**config.mk**
```make
export PLATFORM = sky130hd
export DESIGN_NAME = mux_operand_loader_flat
export DESIGN_NICKNAME = d
export VERILOG_FILES = /design/src/rtl/mux_operand_loader_if.sv /design/src/rtl/mux_operand_loader.sv /design/src/flat_wrapper.sv
export SDC_FILE = /design/constraint.sdc
export NUM_CORES = 1
export LEC_CHECK = 0
export CORE_UTILIZATION = 35
export CTS_CLUSTER_DIAMETER = 200
export DETAILED_ROUTE_END_ITERATION = 16
export PLACE_DENSITY = 0.66
export SLEW_MARGIN = 20
export SYNTH_ARGS = -nofsm -noshare
export SYNTH_HDL_FRONTEND = slang
export SYNTH_SLANG_ARGS = --single-unit
```
**constraint.sdc**
```tcl
create_clock -name clk -period 2.5 [get_ports clk]
set_clock_uncertainty 0.2 [all_clocks]
set_input_delay 0.75 -clock clk [delete_from_list [all_inputs] [get_ports clk]]
set_output_delay 0.75 -clock clk [all_outputs]
set_load 0.05 [all_outputs]
```
**src/rtl/mux_operand_loader_if.sv**
```systemverilog
// Handshake bundle between the serial word source, the operand loader and
// the downstream 2:1 operand mux. The loader connects through the slave
// modport; the word producer / operand consumer side uses master.
interface mux_operand_loader_if #(
    parameter int W = 4
);
    logic [W-1:0] in_data;
    logic         in_valid;
    logic         in_ready;
    logic         flush;
    logic [W-1:0] out_a;
    logic [W-1:0] out_b;
    logic         out_s;
    logic         out_valid;
    logic         out_ready;

    modport master (
        output in_data, in_valid, flush, out_ready,
        input  in_ready, out_a, out_b, out_s, out_valid
    );

    modport slave (
        input  in_data, in_valid, flush, out_ready,
        output in_ready, out_a, out_b, out_s, out_valid
    );
endinterface

```
**src/rtl/mux_operand_loader.sv**
```systemverilog
// Operand loader for the 2:1 operand mux: collects three serial words
// (A, B, then S in bit 0) over a valid/ready handshake and presents them as
// one registered operand set until the consumer accepts it.
// Optional feature macro: MUX_LOADER_CNT_EN adds an 8-bit wrapping count of
// completed out-transfers on port txn_count.
module mux_operand_loader #(
    parameter int W = 4
) (
    input  logic                clk,
    input  logic                rst,
    mux_operand_loader_if.slave bus
`ifdef MUX_LOADER_CNT_EN
    ,
    output logic [7:0]          txn_count
`endif
);

    typedef enum logic [2:0] {
        IDLE    = 3'd0,
        LOAD_A  = 3'd1,
        LOAD_B  = 3'd2,
        LOAD_S  = 3'd3,
        PRESENT = 3'd4
    } state_t;

    state_t       state_q;
    logic [W-1:0] a_q;
    logic [W-1:0] b_q;
    logic         s_q;
    logic         in_ready_q;
    logic         out_valid_q;
    logic [7:0]   cnt_q;

    logic in_xfer;
    logic out_xfer;

    // Handshake qualifiers use only registered flags, so no combinational
    // path exists from inputs to in_ready/out_valid.
    assign in_xfer  = bus.in_valid & in_ready_q;
    assign out_xfer = out_valid_q & bus.out_ready;

    // Sequencer: state, registered handshake flags, operand registers and
    // the transfer counter all advance together.
    always_ff @(posedge clk or posedge rst) begin
        if (rst) begin
            state_q     <= IDLE;
            a_q         <= '0;
            b_q         <= '0;
            s_q         <= 1'b0;
            in_ready_q  <= 1'b0;
            out_valid_q <= 1'b0;
            cnt_q       <= 8'd0;
        end else if (state_q == IDLE) begin
            // Single settling cycle after reset; flush is ignored here.
            state_q    <= LOAD_A;
            in_ready_q <= 1'b1;
        end else if (bus.flush) begin
            // Abort: partial words and any coincident transfer are dropped,
            // operand registers keep their last values.
            state_q     <= LOAD_A;
            in_ready_q  <= 1'b1;
            out_valid_q <= 1'b0;
        end else begin
            case (state_q)
                LOAD_A: begin
                    if (in_xfer) begin
                        a_q     <= bus.in_data;
                        state_q <= LOAD_B;
                    end
                end
                LOAD_B: begin
                    if (in_xfer) begin
                        b_q     <= bus.in_data;
                        state_q <= LOAD_S;
                    end
                end
                LOAD_S: begin
                    if (in_xfer) begin
                        s_q         <= bus.in_data[0];
                        state_q     <= PRESENT;
                        in_ready_q  <= 1'b0;
                        out_valid_q <= 1'b1;
                    end
                end
                PRESENT: begin
                    if (out_xfer) begin
                        state_q     <= LOAD_A;
                        in_ready_q  <= 1'b1;
                        out_valid_q <= 1'b0;
                        cnt_q       <= cnt_q + 8'd1;
                    end
                end
                default: begin
                    state_q     <= IDLE;
                    in_ready_q  <= 1'b0;
                    out_valid_q <= 1'b0;
                end
            endcase
        end
    end

    assign bus.out_a     = a_q;
    assign bus.out_b     = b_q;
    assign bus.out_s     = s_q;
    assign bus.in_ready  = in_ready_q;
    assign bus.out_valid = out_valid_q;

`ifdef MUX_LOADER_CNT_EN
    assign txn_count = cnt_q;
`else
    // Counter has no observer in this build; tie it off as unused.
    logic unused_cnt;
    assign unused_cnt = ^cnt_q;
`endif

endmodule

```
**src/flat_wrapper.sv**
```systemverilog
// flat-port wrapper written by rule: the top's interface ports become plain ports
module mux_operand_loader_flat 
#(
    parameter int W = 4
)
  (clk, rst, bus_in_data, bus_in_valid, bus_flush, bus_out_ready, bus_in_ready, bus_out_a, bus_out_b, bus_out_s, bus_out_valid);
  mux_operand_loader_if #(.W(W)) bus_i ();
  input  logic clk;
  input  logic rst;
  input wire logic [$bits(bus_i.in_data)-1:0] bus_in_data;
  input wire logic [$bits(bus_i.in_valid)-1:0] bus_in_valid;
  input wire logic [$bits(bus_i.flush)-1:0] bus_flush;
  input wire logic [$bits(bus_i.out_ready)-1:0] bus_out_ready;
  output wire logic [$bits(bus_i.in_ready)-1:0] bus_in_ready;
  output wire logic [$bits(bus_i.out_a)-1:0] bus_out_a;
  output wire logic [$bits(bus_i.out_b)-1:0] bus_out_b;
  output wire logic [$bits(bus_i.out_s)-1:0] bus_out_s;
  output wire logic [$bits(bus_i.out_valid)-1:0] bus_out_valid;
  assign bus_i.in_data = bus_in_data;
  assign bus_i.in_valid = bus_in_valid;
  assign bus_i.flush = bus_flush;
  assign bus_i.out_ready = bus_out_ready;
  assign bus_in_ready = bus_i.in_ready;
  assign bus_out_a = bus_i.out_a;
  assign bus_out_b = bus_i.out_b;
  assign bus_out_s = bus_i.out_s;
  assign bus_out_valid = bus_i.out_valid;
  mux_operand_loader #(.W(W)) u_core (.clk(clk), .rst(rst), .bus(bus_i));
endmodule
```
==> flow_metrics.env, run 1 <==
export IMPL_timing_slew_headroom=0.649
export IMPL_clock_sinks=14
export IMPL_multi_input_area_um2=268
export IMPL_drtPass1Iterations=4
export IMPL_dp_hpwl_um=868
export IMPL_path_cells="clkdlybuf4s50_1"
export IMPL_synth_edf_count=0
export IMPL_p_switching_uw=536
export IMPL_synth_area_top_cells="dfrtp_1 55%, mux2_4 9.4%, mux2_2 8.8%"
export IMPL_critPathArrivalTime_ps=1450
export IMPL_grt_pass1_wl_um=1780
export IMPL_die_h_um=44.8
export IMPL_cts_setup_buffers=0
export IMPL_ys_seq_area_frac=0.546
export IMPL_total_power_mw=1.22
export IMPL_min_period_ps=2400
export IMPL_layout_common_cells="17 x clkdlybuf4s50_1, 14 x dfrtp_1, 5 x mux2_2, 5 x buf_4, 4 x mux2_4"
export IMPL_power_frac_clock=0.131
export IMPL_cts_hold_buf=0
export IMPL_worst_slew_pin_slew_ps=526
export IMPL_cap_violations=0
export IMPL_synth_top_family_by_area="multiplexers"
export IMPL_final_period_utilization=0.962
export IMPL_synthCells=50
export IMPL_p_int_uw=679
export IMPL_setup_viol=0
export IMPL_syn_area_um2=642
export IMPL_vdd_ir_drop_max_v=0.000801
export IMPL_startpoint_type="flip-flop"
export IMPL_grt_pass1_vias=427
export IMPL_rows=15
export IMPL_end_kind="primary output"
export IMPL_crit_fanout=2
export IMPL_drive_above_1_share=0.284
export IMPL_ys_async_sr_fraction=1.00
export IMPL_synthAdderAreaFrac=0
export IMPL_ys_flop_type="dfrtp_1"
export IMPL_total_leakage_power_nw=0.422
export IMPL_seq_area_um2=350
export IMPL_fillerInstances=166
export IMPL_start_util=0.372
export IMPL_combinationalPowerShare=0.541
export IMPL_cp_required_ps=1550
export IMPL_worst_path_buf_inv=1
export IMPL_clk_latency_ps=280
export IMPL_wire_per_inst_um=12.0
export IMPL_dieArea_um2=2010
export IMPL_cts_buffers=3
export IMPL_synth_xor_area_frac=0.0273
export IMPL_gr_total_overflow=0
export IMPL_htreeDepth=1
export IMPL_synth_area_mux_share=0.181
export IMPL_fin_hold_ws_ps=307
export IMPL_clockBufferDepth=2
export IMPL_num_antenna_cells=0
export IMPL_synth_top_area_frac=0.546
export IMPL_hold_viol_final=0
export IMPL_routed_via_density=4.65
export IMPL_cts_resized=0
export IMPL_drt_first_iter_violations=13
export IMPL_final_antenna_net_count=0
export IMPL_yosys_warnings=0
export IMPL_grt_max_degree=15
export IMPL_drc=0
export IMPL_slowest_delay_ps=810
export IMPL_final_cells=99
export IMPL_grt_util_all_layers=0.126
export IMPL_seq_power_share=0.329
export IMPL_antenna_found_initial=0
export IMPL_io_buffers=19
export IMPL_synth_seq_cells=14
export IMPL_syn_area_per_cell_um2=12.8
export IMPL_die_w_um=44.8
export IMPL_yosys_area_share_simple=0.123
export IMPL_clkTransAtPathRegs_ps=80
export IMPL_cp_slowest_cell="clkdlybuf4s50_1"
export IMPL_placed_cells=95
export IMPL_synth_top_area_cell="dfrtp_1"
export IMPL_synth_nets=59
export IMPL_hold_class="flip-flop to flip-flop"
export IMPL_cts_tree="built"
export IMPL_gp_congestion=0.795
export IMPL_wl_um=1190
export IMPL_switching_share=0.441
export IMPL_slew_violations=0
export IMPL_critical_path_top_delay_family="buffers and inverters"
export IMPL_core_area_um2=1730
export IMPL_fmax_ghz=0.416
export IMPL_vias=460
export IMPL_final_common_cell="clkdlybuf4s50_1"
export IMPL_area_growth_pct=40.4
export IMPL_final_nets=84
export IMPL_status="finished clean"
export IMPL_io_pins=20
export IMPL_clock_root_buffer="clkbuf_4"
export IMPL_synth_compound_area_frac=0.0858
export IMPL_rsz0062_at_grt="false"
export IMPL_powerDensity_nw_per_um2=1350
export IMPL_yosysUniqueCellTypes=25
export IMPL_crit_type="flip-flop to primary output"
## worst paths after layout
path,cells after the start,start,end,slack (ps)
min,1,u_core.bus.out_b[0],u_core.bus.out_b[0],310
min in group asynchronous,2,rst,u_core.bus.out_b[3],600
max in group asynchronous,2,rst,u_core.bus.out_b[1],1140
max,1,u_core.bus.out_a[2],bus_out_a[2],100
min reg2reg,1,u_core.bus.out_b[0],u_core.bus.out_b[0],310
max reg2reg,2,u_core.state_q[1],u_core.bus.out_a[2],660
## flip-flops by register name, indices dropped and copies added, names as in the netlist
signal and count:
u_core.bus.out_valid 1, u_core.bus.out_b 4, u_core.bus.out_s 1, u_core.bus.in_ready 1, u_core.state_q 3, u_core.bus.out_a 4
## synth_stat cells, types with 2 or more instances
master and number:
mux2_2 5, mux2_4 4, inv_1 2, dfrtp_1 14, or4_1 2, nand2_1 3
a21oi_1 2
## layout make-up
type,instances,share of cell area
tap,25,0.0347
multi-input combinational,32,0.297
sequential,14,0.389
timing repair buffer,22,0.231
clock buffer,4,0.0403
inverter,2,0.00833
## power by group through the flow
stage	clock network, mW	registers (mW)	logic (mW)
2_1_floorplan	0	0.658	0.207
3_3_place_gp	0	0.404	0.655
3_5_place_dp	0	0.404	0.659
4_1_cts	0.169	0.401	0.661
5_1_grt	0.176	0.415	0.690
6_report	0.159	0.399	0.657
## per-layer routing
layer | vias to the layer above | wire length, um | global-route usage
met5 | - | 0 | 0
met4 | 0 | 10 | 0.0182
met3 | 2 | 90 | 0.0800
met2 | 14 | 529 | 0.191
met1 | 216 | 561 | 0.154
li1 | 228 | - | -
## stage by stage
step                      instance area, um2   util  TNS [ps]  worst slack, ps
final                                    901  0.522         0             96.1
after global routing                     901  0.522         0             54.1
after CTS                                901  0.522         0             76.1
after detailed placement                 865  0.501      -701            -97.4
after global placement                   865  0.501      -611            -82.7
after floorplan                          642      -         0              504
## cells by family (layout without fill, tap and decap cells)
| logic type | Yosys count | after routing |
|---|---|---|
| multiplexers | 9 | 9 |
| flip-flops | 14 | 14 |
| AO/OA/AOI/OAI | 8 | 8 |
| XOR/XNOR | 2 | 2 |
| AND/OR/NAND/NOR | 13 | 13 |
| buffers and inverters | 4 | 28 |
Note: power is estimated with default switching activity, not from simulation.
==> run 2, diff against run 1 <==
--- a/config.mk
+++ b/config.mk
@@ -5,6 +5,7 @@
 export SDC_FILE = /design/constraint.sdc
 export NUM_CORES = 1
 export LEC_CHECK = 0
+export CAP_MARGIN = 0
 export CORE_UTILIZATION = 35
 export CTS_CLUSTER_DIAMETER = 200
 export DETAILED_ROUTE_END_ITERATION = 16
==> results of run 2 <==
Final layout, timing and power as in run 1 (identical DEF).
==> run 3, diff against run 2 <==
--- a/config.mk
+++ b/config.mk
@@ -5,10 +5,10 @@
 export SDC_FILE = /design/constraint.sdc
 export NUM_CORES = 1
 export LEC_CHECK = 0
-export CAP_MARGIN = 0
 export CORE_UTILIZATION = 35
 export CTS_CLUSTER_DIAMETER = 200
 export DETAILED_ROUTE_END_ITERATION = 16
+export MAX_ROUTING_LAYER = met4
 export PLACE_DENSITY = 0.66
 export SLEW_MARGIN = 20
 export SYNTH_ARGS = -nofsm -noshare
==> run 3 against run 2 <==
  * Wire length is 0.17% higher
  * Maximum frequency hardly changed
  * Combinational power hardly changed
  * Sequential power about the same
  * Clock power about the same
  * Global-route usage grew 0.38 points
  * Largest power group unchanged
  * Utilization unchanged
  * Critical path type unchanged
  * Register-to-register slack hardly changed
  * Sequential cell count stayed put
  * Cell count is the same
==> flow_metrics.env, run 3 (synthesis results as in run 1) <==
export IMPL_critPathArrivalTime_ps=1450
export IMPL_routed_via_density=4.64
export IMPL_timing_slew_headroom=0.649
export IMPL_drive_above_1_share=0.284
export IMPL_cts_resized=0
export IMPL_final_cells=99
export IMPL_r2r_cells=2
export IMPL_rsz0062_at_grt="false"
export IMPL_powerDensity_nw_per_um2=1350
export IMPL_area_growth_pct=40.4
export IMPL_cp_slowest_cell="clkdlybuf4s50_1"
export IMPL_combinationalPowerShare=0.540
export IMPL_io_buffers=19
export IMPL_clock_sinks=14
export IMPL_fin_hold_ws_ps=307
export IMPL_clock_root_buffer="clkbuf_4"
export IMPL_drtPass1Iterations=3
export IMPL_vias=459
export IMPL_die_w_um=44.8
export IMPL_seq_power_share=0.329
export IMPL_worst_slew_pin_slew_ps=527
export IMPL_dieArea_um2=2010
export IMPL_hold_class="flip-flop to flip-flop"
export IMPL_fin_util=0.522
export IMPL_cts_tree="built"
export IMPL_slew_violations=0
export IMPL_grt_util_all_layers=0.129
export IMPL_fmax_ghz=0.416
export IMPL_grt_pass1_vias=427
export IMPL_drc=0
export IMPL_end_kind="primary output"
export IMPL_path_cells="clkdlybuf4s50_1"
export IMPL_wire_per_inst_um=12.1
export IMPL_power_frac_clock=0.130
export IMPL_worst_path_buf_inv=1
export IMPL_slowest_delay_ps=810
export IMPL_status="finished clean"
export IMPL_setup_tns_final_ps=0
export IMPL_antenna_found_initial=0
export IMPL_startpoint_type="flip-flop"
export IMPL_final_common_cell="clkdlybuf4s50_1"
export IMPL_clk_latency_ps=280
export IMPL_placed_cells=95
export IMPL_cts_hold_buf=0
export IMPL_cap_violations=0
export IMPL_whs_path_depth=1
export IMPL_die_h_um=44.8
export IMPL_dp_hpwl_um=868
export IMPL_gr_total_overflow=0
export IMPL_path_depth=1
export IMPL_layout_common_cells="17 x clkdlybuf4s50_1, 14 x dfrtp_1, 5 x mux2_2, 5 x buf_4, 4 x mux2_4"
export IMPL_io_pins=20
export IMPL_gp_congestion=0.806
export IMPL_start_util=0.372
export IMPL_final_nets=84
export IMPL_drt_first_iter_violations=13
export IMPL_vdd_ir_drop_max_v=0.000800
export IMPL_wl_um=1190
export IMPL_p_int_uw=679
export IMPL_hold_viol_final=0
export IMPL_final_antenna_net_count=0
export IMPL_min_period_ps=2400
export IMPL_critical_path_top_delay_family="buffers and inverters"
export IMPL_rows=15
export IMPL_htreeDepth=1
export IMPL_grt_pass1_wl_um=1780
export IMPL_grt_max_degree=15
export IMPL_core_area_um2=1730
export IMPL_final_period_utilization=0.961
export IMPL_crit_fanout=2
export IMPL_p_switching_uw=536
export IMPL_switching_share=0.441
export IMPL_clockBufferDepth=2
export IMPL_clkTransAtPathRegs_ps=80
export IMPL_total_leakage_power_nw=0.422
export IMPL_setup_viol=0
export IMPL_cts_setup_buffers=0
export IMPL_crit_type="flip-flop to primary output"
export IMPL_num_antenna_cells=0
export IMPL_cp_required_ps=1550
export IMPL_cts_buffers=3
## run 3: path summary, 6_finish.rpt
check	end	slack, ps	from
max	bus_out_a[2]	100	u_core.bus.out_a[2]
min in group asynchronous	u_core.bus.out_b[3]	610	rst
max in group asynchronous	u_core.bus.out_b[1]	1140	rst
min	u_core.bus.out_b[0]	310	u_core.bus.out_b[0]
min reg2reg	u_core.bus.out_b[0]	310	u_core.bus.out_b[0]
max reg2reg	u_core.bus.out_a[2]	670	u_core.state_q[1]
## run 3: layer usage
layer  GRT usage  vias to the layer above  wire length, um
met2       0.191                       13              526
met5           -                        -                0
met4      0.0182                        0               10
li1            -                      228                -
met1       0.159                      216              583
met3      0.0720                        2               73
## run 3: power groups by stage
stage / Clock (mW) / Sequential, mW / Combinational, mW
after global placement: 0 / 0.404 / 0.655
final: 0.158 / 0.400 / 0.657
after detailed placement: 0 / 0.404 / 0.659
after CTS: 0.169 / 0.401 / 0.661
after global routing: 0.176 / 0.415 / 0.690
after floorplan: 0 / 0.658 / 0.207
## run 3: layout make-up
class / instances / area, um2
Fill cell: 166 / 826
Inverter: 2 / 7.51
Sequential cell: 14 / 350
Multi-Input combinational cell: 32 / 268
Tap cell: 25 / 31.3
Clock buffer: 4 / 36.3
Timing Repair Buffer: 22 / 208
## run 3: per-stage QoR
| stage | power [mW] | area [um2] | setup WS [ps] |
|---|---|---|---|
| 2_1_floorplan | 0.865 | 642 | 504 |
| 3_3_place_gp | 1.06 | 865 | -82.7 |
| 3_5_place_dp | 1.06 | 865 | -97.4 |
| 4_1_cts | 1.23 | 901 | 76.1 |
| 5_1_grt | 1.28 | 901 | 54.1 |
| 6_report | 1.22 | 901 | 97.3 |
## run 3: worst reg2reg max path: stages (launching register included)
cell,delay (ps)
dfrtp_1,470
or4_1,710
mux2_4,350
